<file path="src/rtl/axi_conf.sv">
// Shared AXI configuration types.
// Response codes and error-responder FSM states.
package axi_conf;

    typedef enum logic [1:0] {
        RESP_OKAY   = 2'b00,
        RESP_EXOKAY = 2'b01,
        RESP_SLVERR = 2'b10,
        RESP_DECERR = 2'b11
    } axi_trans_resp_t;

    typedef enum logic [1:0] {
        W_IDLE = 2'd0,
        W_DATA = 2'd1,
        W_RESP = 2'd2
    } axi_err_wstate_e;

    typedef enum logic {
        R_IDLE = 1'b0,
        R_DATA = 1'b1
    } axi_err_rstate_e;

endpackage

</file>
<file path="src/rtl/axi_err_responder.sv">
// AXI4 subordinate terminating denied transactions.
// Answers every write and read burst with a fixed error code.
module axi_err_responder
    import axi_conf::*;
#(
    parameter int unsigned     IdWidth   = 4,
    parameter int unsigned     DataWidth = 64,
    parameter axi_trans_resp_t Resp      = RESP_DECERR
) (
    input  logic                 clk_i,
    input  logic                 rst_ni,
    input  logic                 aw_valid_i,
    output logic                 aw_ready_o,
    input  logic [IdWidth-1:0]   aw_id_i,
    input  logic                 w_valid_i,
    output logic                 w_ready_o,
    input  logic                 w_last_i,
    output logic                 b_valid_o,
    input  logic                 b_ready_i,
    output logic [IdWidth-1:0]   b_id_o,
    output logic [1:0]           b_resp_o,
    input  logic                 ar_valid_i,
    output logic                 ar_ready_o,
    input  logic [IdWidth-1:0]   ar_id_i,
    input  logic [7:0]           ar_len_i,
    output logic                 r_valid_o,
    input  logic                 r_ready_i,
    output logic [IdWidth-1:0]   r_id_o,
    output logic [DataWidth-1:0] r_data_o,
    output logic [1:0]           r_resp_o,
    output logic                 r_last_o
);

    if (Resp != RESP_SLVERR && Resp != RESP_DECERR) begin : g_bad_resp
        $error("axi_err_responder: Resp must be SLVERR or DECERR");
    end

    axi_err_wstate_e w_state_q, w_state_d;
    logic [IdWidth-1:0] aw_id_q, aw_id_d;

    axi_err_rstate_e r_state_q, r_state_d;
    logic [IdWidth-1:0] ar_id_q, ar_id_d;
    logic [7:0] r_cnt_q, r_cnt_d;

    // Write path state register and captured AW ID.
    always_ff @(posedge clk_i or negedge rst_ni) begin
        if (!rst_ni) begin
            w_state_q <= W_IDLE;
            aw_id_q   <= '0;
        end else begin
            w_state_q <= w_state_d;
            aw_id_q   <= aw_id_d;
        end
    end

    // Write path next state: take AW, swallow W beats, emit one B.
    always_comb begin
        w_state_d = w_state_q;
        aw_id_d   = aw_id_q;
        unique case (w_state_q)
            W_IDLE: begin
                if (aw_valid_i) begin
                    aw_id_d   = aw_id_i;
                    w_state_d = W_DATA;
                end
            end
            W_DATA: begin
                if (w_valid_i && w_last_i) begin
                    w_state_d = W_RESP;
                end
            end
            W_RESP: begin
                if (b_ready_i) begin
                    w_state_d = W_IDLE;
                end
            end
            default: w_state_d = W_IDLE;
        endcase
    end

    // Read path state register, captured AR ID and beat counter.
    always_ff @(posedge clk_i or negedge rst_ni) begin
        if (!rst_ni) begin
            r_state_q <= R_IDLE;
            ar_id_q   <= '0;
            r_cnt_q   <= '0;
        end else begin
            r_state_q <= r_state_d;
            ar_id_q   <= ar_id_d;
            r_cnt_q   <= r_cnt_d;
        end
    end

    // Read path next state: count down len+1 beats, stop at zero.
    always_comb begin
        r_state_d = r_state_q;
        ar_id_d   = ar_id_q;
        r_cnt_d   = r_cnt_q;
        unique case (r_state_q)
            R_IDLE: begin
                if (ar_valid_i) begin
                    ar_id_d   = ar_id_i;
                    r_cnt_d   = ar_len_i;
                    r_state_d = R_DATA;
                end
            end
            R_DATA: begin
                if (r_ready_i) begin
                    if (r_cnt_q != 8'd0) begin
                        r_cnt_d = r_cnt_q - 8'd1;
                    end else begin
                        r_state_d = R_IDLE;
                    end
                end
            end
            default: r_state_d = R_IDLE;
        endcase
    end

    assign aw_ready_o = (w_state_q == W_IDLE);
    assign w_ready_o  = (w_state_q == W_DATA);
    assign b_valid_o  = (w_state_q == W_RESP);
    assign b_id_o     = aw_id_q;
    assign b_resp_o   = Resp;

    assign ar_ready_o = (r_state_q == R_IDLE);
    assign r_valid_o  = (r_state_q == R_DATA);
    assign r_last_o   = (r_state_q == R_DATA) && (r_cnt_q == 8'd0);
    assign r_id_o     = ar_id_q;
    assign r_data_o   = '0;
    assign r_resp_o   = Resp;

endmodule

</file>
<file path="config.mk">
export PLATFORM = sky130hd
export DESIGN_NAME = axi_err_responder
export DESIGN_NICKNAME = d
export VERILOG_FILES = /design/src/rtl/axi_conf.sv /design/src/rtl/axi_err_responder.sv
export SDC_FILE = /design/constraint.sdc
export NUM_CORES = 1
export LEC_CHECK = 0
export BUFFER_PORTS_ARGS = -buffer_cell sky130_fd_sc_hd__buf_2
export CAP_MARGIN = 20
export CORE_UTILIZATION = 41
export DETAILED_ROUTE_END_ITERATION = 6
export PLACE_DENSITY_LB_ADDON = 0.05
export SETUP_SLACK_MARGIN = 0.5
export SYNTH_ARGS = -nofsm -noshare
export SYNTH_HDL_FRONTEND = slang
export SYNTH_SLANG_ARGS = --single-unit
</file>
<file path="constraint.sdc">
create_clock -name clk_i -period 2.05 [get_ports clk_i]
set_input_delay 0.5125 -clock clk_i [delete_from_list [all_inputs] [get_ports clk_i]]
set_output_delay 0.5125 -clock clk_i [all_outputs]
set_load 0.02 [all_outputs]
</file>
==> results of run 1 <==
-- cells by family after synthesis --
logic type	count (synthesis)	share of synthesized area (%)
and+or+nand+nor	41	13.48
other	2	0.4994
adders and majority gates	2	1.664
AOI/OAI and AO/OA	24	10.81
buffers and inverters	75	36.27
DFF	19	31.61
muxes	8	5.657
-- layout make-up --
class	instances	share of cell area, %
inverters	5	1.427
multi-input cells	143	46.66
clock inverters	1	0.3005
repair buffers	47	17.88
flip-flops and latches	19	28.93
clock buffers	3	1.352
well taps	46	3.456
-- how the worst max path moves through the flow --
stage	start	endpoint	slack, ns	cells past startpoint
final	r_cnt_q[5]	r_last_o	0.08	4
after global routing	r_cnt_q[5]	r_last_o	-0.003	4
after CTS	r_cnt_q[3]	r_last_o	0.08	4
after detailed placement	ar_valid_i	r_cnt_q[4]	0.28	5
after global placement	r_cnt_q[5]	r_last_o	0.33	4
after floorplan	r_cnt_q[5]	r_last_o	0.47	3
-- power by group through the flow --
stage | sequential [mW] | combinational, mW | clock, mW
final | 0.671 | 0.908 | 0.194
after detailed placement | 0.673 | 0.781 | 0
after global routing | 0.701 | 0.993 | 0.218
after floorplan | 0.747 | 0.603 | 0
after global placement | 0.673 | 0.769 | 0
after CTS | 0.665 | 0.890 | 0.208
-- cells in the final DEF (no fill, tap or decap), types with 2 or more instances in the layout --
master                     synthesis  final
sky130_fd_sc_hd__buf_2             1     31
sky130_fd_sc_hd__nor3_1            2      2
sky130_fd_sc_hd__o21ai_0           3      3
sky130_fd_sc_hd__nor2b_1           4      2
sky130_fd_sc_hd__mux2_2            4      4
sky130_fd_sc_hd__a21o_1            2      2
sky130_fd_sc_hd__buf_4            68     10
sky130_fd_sc_hd__conb_1            2     68
sky130_fd_sc_hd__o22ai_1           2      2
sky130_fd_sc_hd__mux2i_1           4      4
sky130_fd_sc_hd__clkbuf_4          0      3
sky130_fd_sc_hd__buf_6             1      6
sky130_fd_sc_hd__nor2_1           10      8
sky130_fd_sc_hd__dfrtp_1          19     14
sky130_fd_sc_hd__inv_1             4      4
sky130_fd_sc_hd__nor2_4            0      2
sky130_fd_sc_hd__a21oi_1          11     11
sky130_fd_sc_hd__dfrtp_2           0      5
sky130_fd_sc_hd__nand3_1           4      3
sky130_fd_sc_hd__nor2b_4           0      2
sky130_fd_sc_hd__nand2_1          15     15
sky130_fd_sc_hd__ha_1              2      2
-- per-stage QoR --
step	std cells	setup TNS, ns
2_1_floorplan	237	0
3_3_place_gp	250	0
3_5_place_dp	250	0
4_1_cts	261	0
5_1_grt	264	-0.003304
6_report	264	0
-- registers in the layout, indices dropped and copies added (netlist names) --
register	flops
b_id_o	4
r_id_o	4
r_cnt_q	8
w_state_q	2
r_valid_o	1
-- routing by layer --
| metal | GRT usage [%] | up-vias | part of all wire [%] |
|---|---|---|---|
| met1 | 17.33 | 500 | 44 |
| met3 | 2.007 | 0 | 6.6 |
| li1 | - | 530 | - |
| met5 | 0 | - | 0 |
| met2 | 21.47 | 58 | 49 |
| met4 | 3.488 | 0 | 0 |
-- what timing repair did --
item                                    CTS  global route
buffers inserted                          7             3
resized for setup                        17             7
pin swaps                                 5             2
endpoints found under the setup margin   14            14
-- critical path: cells and delay by family (launching register included) --
family,cells,cell delay (ns)
buf+inv,1,0.12
simple gates,3,0.58
flops,1,0.46
==> results.json, run 1 <==
{
  "synthesis.yosys.warnings": 0,
  "die_h_um": 62.57,
  "critPathArrivalTime_ns": 1.46,
  "clock-sinks": 19,
  "comb_power_share_pct": 51.2,
  "synth.avg_cell_area_um2": 8.795,
  "port_buffers": 37,
  "placed_area_um2": 1483,
  "path_max_fanout": 5,
  "drive_above_1_share_pct": 32.11,
  "switching_power_mw": 0.8002,
  "detail-route-antenna-nets": 0,
  "cts-root-to-sink-buffers": 2,
  "post_synth_most_frequent_cells": "sky130_fd_sc_hd__buf_4 (68), sky130_fd_sc_hd__dfrtp_1 (19), sky130_fd_sc_hd__nand2_1 (15)",
  "worstHoldPathType": "in -> async",
  "period_minus_slack_ns": 1.973,
  "synth_top_cell_area_share_pct": 33.94,
  "final_max_slew_viol_count": 0,
  "total_power_mw": 1.773,
  "post-route-drc-count": 0,
  "worst_path_cell_chain": "nor4_4 -> nand3_2 -> nor2_4 -> buf_6",
  "cp_slowest_stage_delay_ns": 0.46,
  "rows": 21,
  "power.sequential.fraction_pct": 37.9,
  "hold_viol_final": 0,
  "run_status": "completed",
  "deepest_level_of_the_cts_h_tree": 1,
  "grt_pass1_vias": 927,
  "via_per_inst": 4.121,
  "power.ir.vdd_worst_uv": 468.8,
  "holdWs_ns": 0.1337,
  "root_buffer": "sky130_fd_sc_hd__clkbuf_4",
  "synth_edf_count": 0,
  "power.leakage_nw": 0.9046,
  "sum_of_overflow_across_all_layers_after_global_routing": 0,
  "globalplace.congestion": 0.8016,
  "post-route-worst-setup-slack_ns": 0.07697,
  "slowest_stage": "sky130_fd_sc_hd__dfrtp_2",
  "timing.critical_path.from_type": "flop",
  "max_cap_violations": 0,
  "part_of_the_total_power_dissipated_in_the_clock_network_pct": 11.0,
  "synth.ff_latch_count": 19,
  "avgRoutedWirePerCell_um": 9.534,
  "seqCellArea_um2": 481.7,
  "fillerInstances": 372,
  "antenna_violations_before_repair": 0,
  "finish.utilization_pct": 48.75,
  "largest_net_degree_at_the_start_of_global_routing": 20,
  "diodes": 0,
  "maxSlewHeadroom_pct": 62.84,
  "timing_worst_slew_pin_value_ns": 0.5531,
  "coreArea_um2": 3416,
  "first_pass_iters": 4,
  "synthTopCellsByArea": "sky130_fd_sc_hd__buf_4 (34%), sky130_fd_sc_hd__dfrtp_1 (32%), sky130_fd_sc_hd__nand2_1 (3.7%)",
  "synth.most_common_cell": "sky130_fd_sc_hd__buf_4",
  "ys_seq_area_share_pct": 31.61,
  "grt_pass1_wl_um": 4098,
  "intPower_mw": 0.9732,
  "power_density_nw_per_um2": 1065,
  "setup-violations-final": 0,
  "total_number_of_vias": 1088,
  "synth_cell_types": 31,
  "place_worst_setup_slack_ns": 0.2841,
  "synthDominantAreaCellType": "sky130_fd_sc_hd__buf_4",
  "finClkSkew_ns": 0.001981,
  "grt_setup_unrepaired": "yes",
  "drt_iter0_drc": 16,
  "total_routing_usage_reported_by_global_routing_pct": 12.93,
  "worst-setup-path-type": "reg -> out",
  "multi_input_area_um2": 777.0,
  "number_of_nets_in_the_finished_design": 245,
  "pin_count": 106,
  "synth_area_um2": 1504,
  "die_area_um2": 3914,
  "r2r_start": "r_cnt_q[5]",
  "worst_setup_hold_path_clk_slew_ns": 0.11,
  "r2r.worst_path.cells": 5,
  "min_period_over_period_pct": 96.25,
  "timing.rr.end": "r_cnt_q[5]",
  "regToRegSetupSlack_ns": 0.40,
  "achievable-frequency_mhz": 506.8,
  "tritoncts": "done",
  "synth_top_flop_cell": "sky130_fd_sc_hd__dfrtp_1",
  "syn_inst": 171,
  "finalInstanceArea_um2": 1665,
  "place_hpwl_um": 1873,
  "end_kind": "output pin",
  "worst_skew_pair.late_latency_ns": 0.30,
  "drt-total-wl_um": 2517,
  "cts-buffers-inserted": 3,
  "worst_ep_required_time_ns": 1.54,
  "die-width_um": 62.57,
  "synth_async_sr_flop_share_pct": 100.0,
  "holdBufCountCts": 0,
  "synthToLayoutAreaGrowth_pct": 10.73,
  "power.share.switching_pct": 45.12,
  "initial_cell_density_of_the_core_pct": 44.03
}
No activity file was read; power rests on OpenSTA's default activity.
==> inputs of run 2 (changes only) <==
--- a/config.mk
+++ b/config.mk
@@ -7,7 +7,7 @@
 export LEC_CHECK = 0
 export BUFFER_PORTS_ARGS = -buffer_cell sky130_fd_sc_hd__buf_2
 export CAP_MARGIN = 20
-export CORE_UTILIZATION = 41
+export CORE_UTILIZATION = 37
 export DETAILED_ROUTE_END_ITERATION = 6
 export PLACE_DENSITY_LB_ADDON = 0.05
 export SETUP_SLACK_MARGIN = 0.5
==> constraint.sdc (replaced) <==
create_clock -name clk_i -period 1.7 [get_ports clk_i]
set_input_delay 0.425 -clock clk_i [delete_from_list [all_inputs] [get_ports clk_i]]
set_output_delay 0.425 -clock clk_i [all_outputs]
set_load 0.02 [all_outputs]
==> run 2 against run 1 <==
  * The flow now finishes with violations (negative setup slack)
  * Non-clock buffer count rose by 12
  * Count of clock-buffer cells in the layout is 1 higher
  * Die area grew 10%
  * Cell area increased by 17%
  * Worst hold slack worse by 0.029 ns
  * Flip-flop and latch count did not move
  * Clock power rose by 65%
  * Largest cell class unchanged
==> results.json, run 2 (synthesis results as in run 1) <==
{
  "grt_pass1_vias": 972,
  "number_of_nets_in_the_finished_design": 257,
  "holdWs_ns": 0.1049,
  "synthToLayoutAreaGrowth_pct": 29.28,
  "power.leakage_nw": 1.042,
  "post-route-worst-setup-slack_ns": -0.07362,
  "grt_pass1_wl_um": 4402,
  "min_period_over_period_pct": 104.3,
  "detail_route.wirelength.met1_um": 1301,
  "end_kind": "output pin",
  "die_area_um2": 4324,
  "diodes": 0,
  "port_buffers": 37,
  "sum_of_overflow_across_all_layers_after_global_routing": 0,
  "grt_setup_unrepaired": "yes",
  "final_max_slew_viol_count": 0,
  "drive_above_1_share_pct": 40.00,
  "root_buffer": "sky130_fd_sc_hd__clkbuf_8",
  "worst_skew_pair.late_latency_ns": 0.26,
  "path_max_fanout": 6,
  "placed_area_um2": 1570,
  "largest_net_degree_at_the_start_of_global_routing": 20,
  "routed-wl-met2_um": 1402,
  "worst_ep_required_time_ns": 1.27,
  "max_flop_register": "r_cnt_q",
  "clock-sinks": 19,
  "max_cap_violations": 0,
  "timing.critical_path.from_type": "flop",
  "post-route-drc-count": 0,
  "power_density_nw_per_um2": 1379,
  "fin_tns_setup_ns": -0.07362,
  "drt-total-wl_um": 2943,
  "hold_viol_final": 0,
  "place_hpwl_um": 2093,
  "worstHoldPathType": "in -> async",
  "stdcell_count": 278,
  "die-width_um": 65.76,
  "finClkSkew_ns": 0.004390,
  "failed_checks": "negative setup slack",
  "critPathArrivalTime_ns": 1.35,
  "place_inst": 259,
  "tritoncts": "done",
  "rows": 22,
  "deepest_level_of_the_cts_h_tree": 1,
  "period_minus_slack_ns": 1.774,
  "detailed_route_wirelength_on_metal3_um": 211,
  "uppermost_metal_layer_occupied_by_signal_nets": "met4",
  "via_per_inst": 4.112,
  "detail-route-antenna-nets": 0,
  "coreArea_um2": 3771,
  "die_h_um": 65.76,
  "achievable-frequency_mhz": 563.8,
  "mostFrequentLayoutCell": "sky130_fd_sc_hd__conb_1",
  "worst_setup_hold_path_clk_slew_ns": 0.07,
  "avgRoutedWirePerCell_um": 10.59,
  "total_power_mw": 2.682,
  "setup-violations-final": 1,
  "globalplace.congestion": 0.7907,
  "worst-setup-path-type": "reg -> out",
  "mostFrequentLayoutCells": "sky130_fd_sc_hd__conb_1 (68), sky130_fd_sc_hd__buf_2 (23), sky130_fd_sc_hd__buf_6 (21)",
  "cts-root-to-sink-buffers": 2,
  "finish.utilization_pct": 51.56,
  "power.ir.vdd_worst_uv": 557.2,
  "total_number_of_vias": 1143,
  "cts-buffers-inserted": 3,
  "largest_reg_flops": 8,
  "initial_cell_density_of_the_core_pct": 39.88,
  "total_routing_usage_reported_by_global_routing_pct": 13.37,
  "drt_iter0_drc": 13,
  "run_status": "finished with violations",
  "place_worst_setup_slack_ns": 0.09994,
  "pin_count": 106,
  "finalInstanceArea_um2": 1944,
  "first_pass_iters": 4,
  "antenna_violations_before_repair": 0
}
## run 2: critical path: stages, from the launching register on
cell and delay, ns:
sky130_fd_sc_hd__dfrtp_1 0.45, sky130_fd_sc_hd__nor2_1 0.28, sky130_fd_sc_hd__nand3_2 0.13, sky130_fd_sc_hd__nor2_4 0.11, sky130_fd_sc_hd__buf_6 0.12
## run 2: worst paths after layout
| kind | from | end | slack, ns | depth (start not counted) |
|---|---|---|---|---|
| min in group clk_i | ar_id_i[1] | r_id_o[1] | 0.36 | 3 |
| setup / recovery | r_cnt_q[2] | r_last_o | -0.07 | 4 |
| hold / removal | rst_ni | r_cnt_q[1] | 0.10 | 1 |
| max in group asynchronous | rst_ni | w_state_q[0] | 1.25 | 1 |
| hold reg to reg | r_id_o[3] | r_id_o[3] | 0.53 | 2 |
| setup reg to reg | r_cnt_q[6] | r_cnt_q[6] | 0.20 | 6 |
## run 2: metal layers
layer / up-vias / GRT usage (%)
met1: 532 / 18.23
met4: 0 / 4.891
li1: 541 / -
met3: 4 / 2.951
met2: 66 / 20.41
met5: - / 0
## run 2: timing repair
item,4_1_cts,5_1_grt
hold buffers,0,0
setup endpoints to repair,27,31
gates resized for setup,44,14
setup buffers,7,8
pin swaps,4,6
cloned,0,0
endpoints found under the hold margin,0,0
## run 2: report_power, final
group / internal, mW / total [mW] / switching [mW]
Combinational: 0.771 / 1.54 / 0.764
Sequential: 0.637 / 0.827 / 0.190
Clock: 0.167 / 0.320 / 0.153
Total: 1.57 / 2.68 / 1.11
## run 2: layout make-up
class,instances,area (µm²)
fill,385,1827
multi-input combinational,143,857.1
sequential,19,479.2
timing repair buffer,59,476.7
tap,48,60.06
clock buffer,4,45.04
inverter,5,26.28
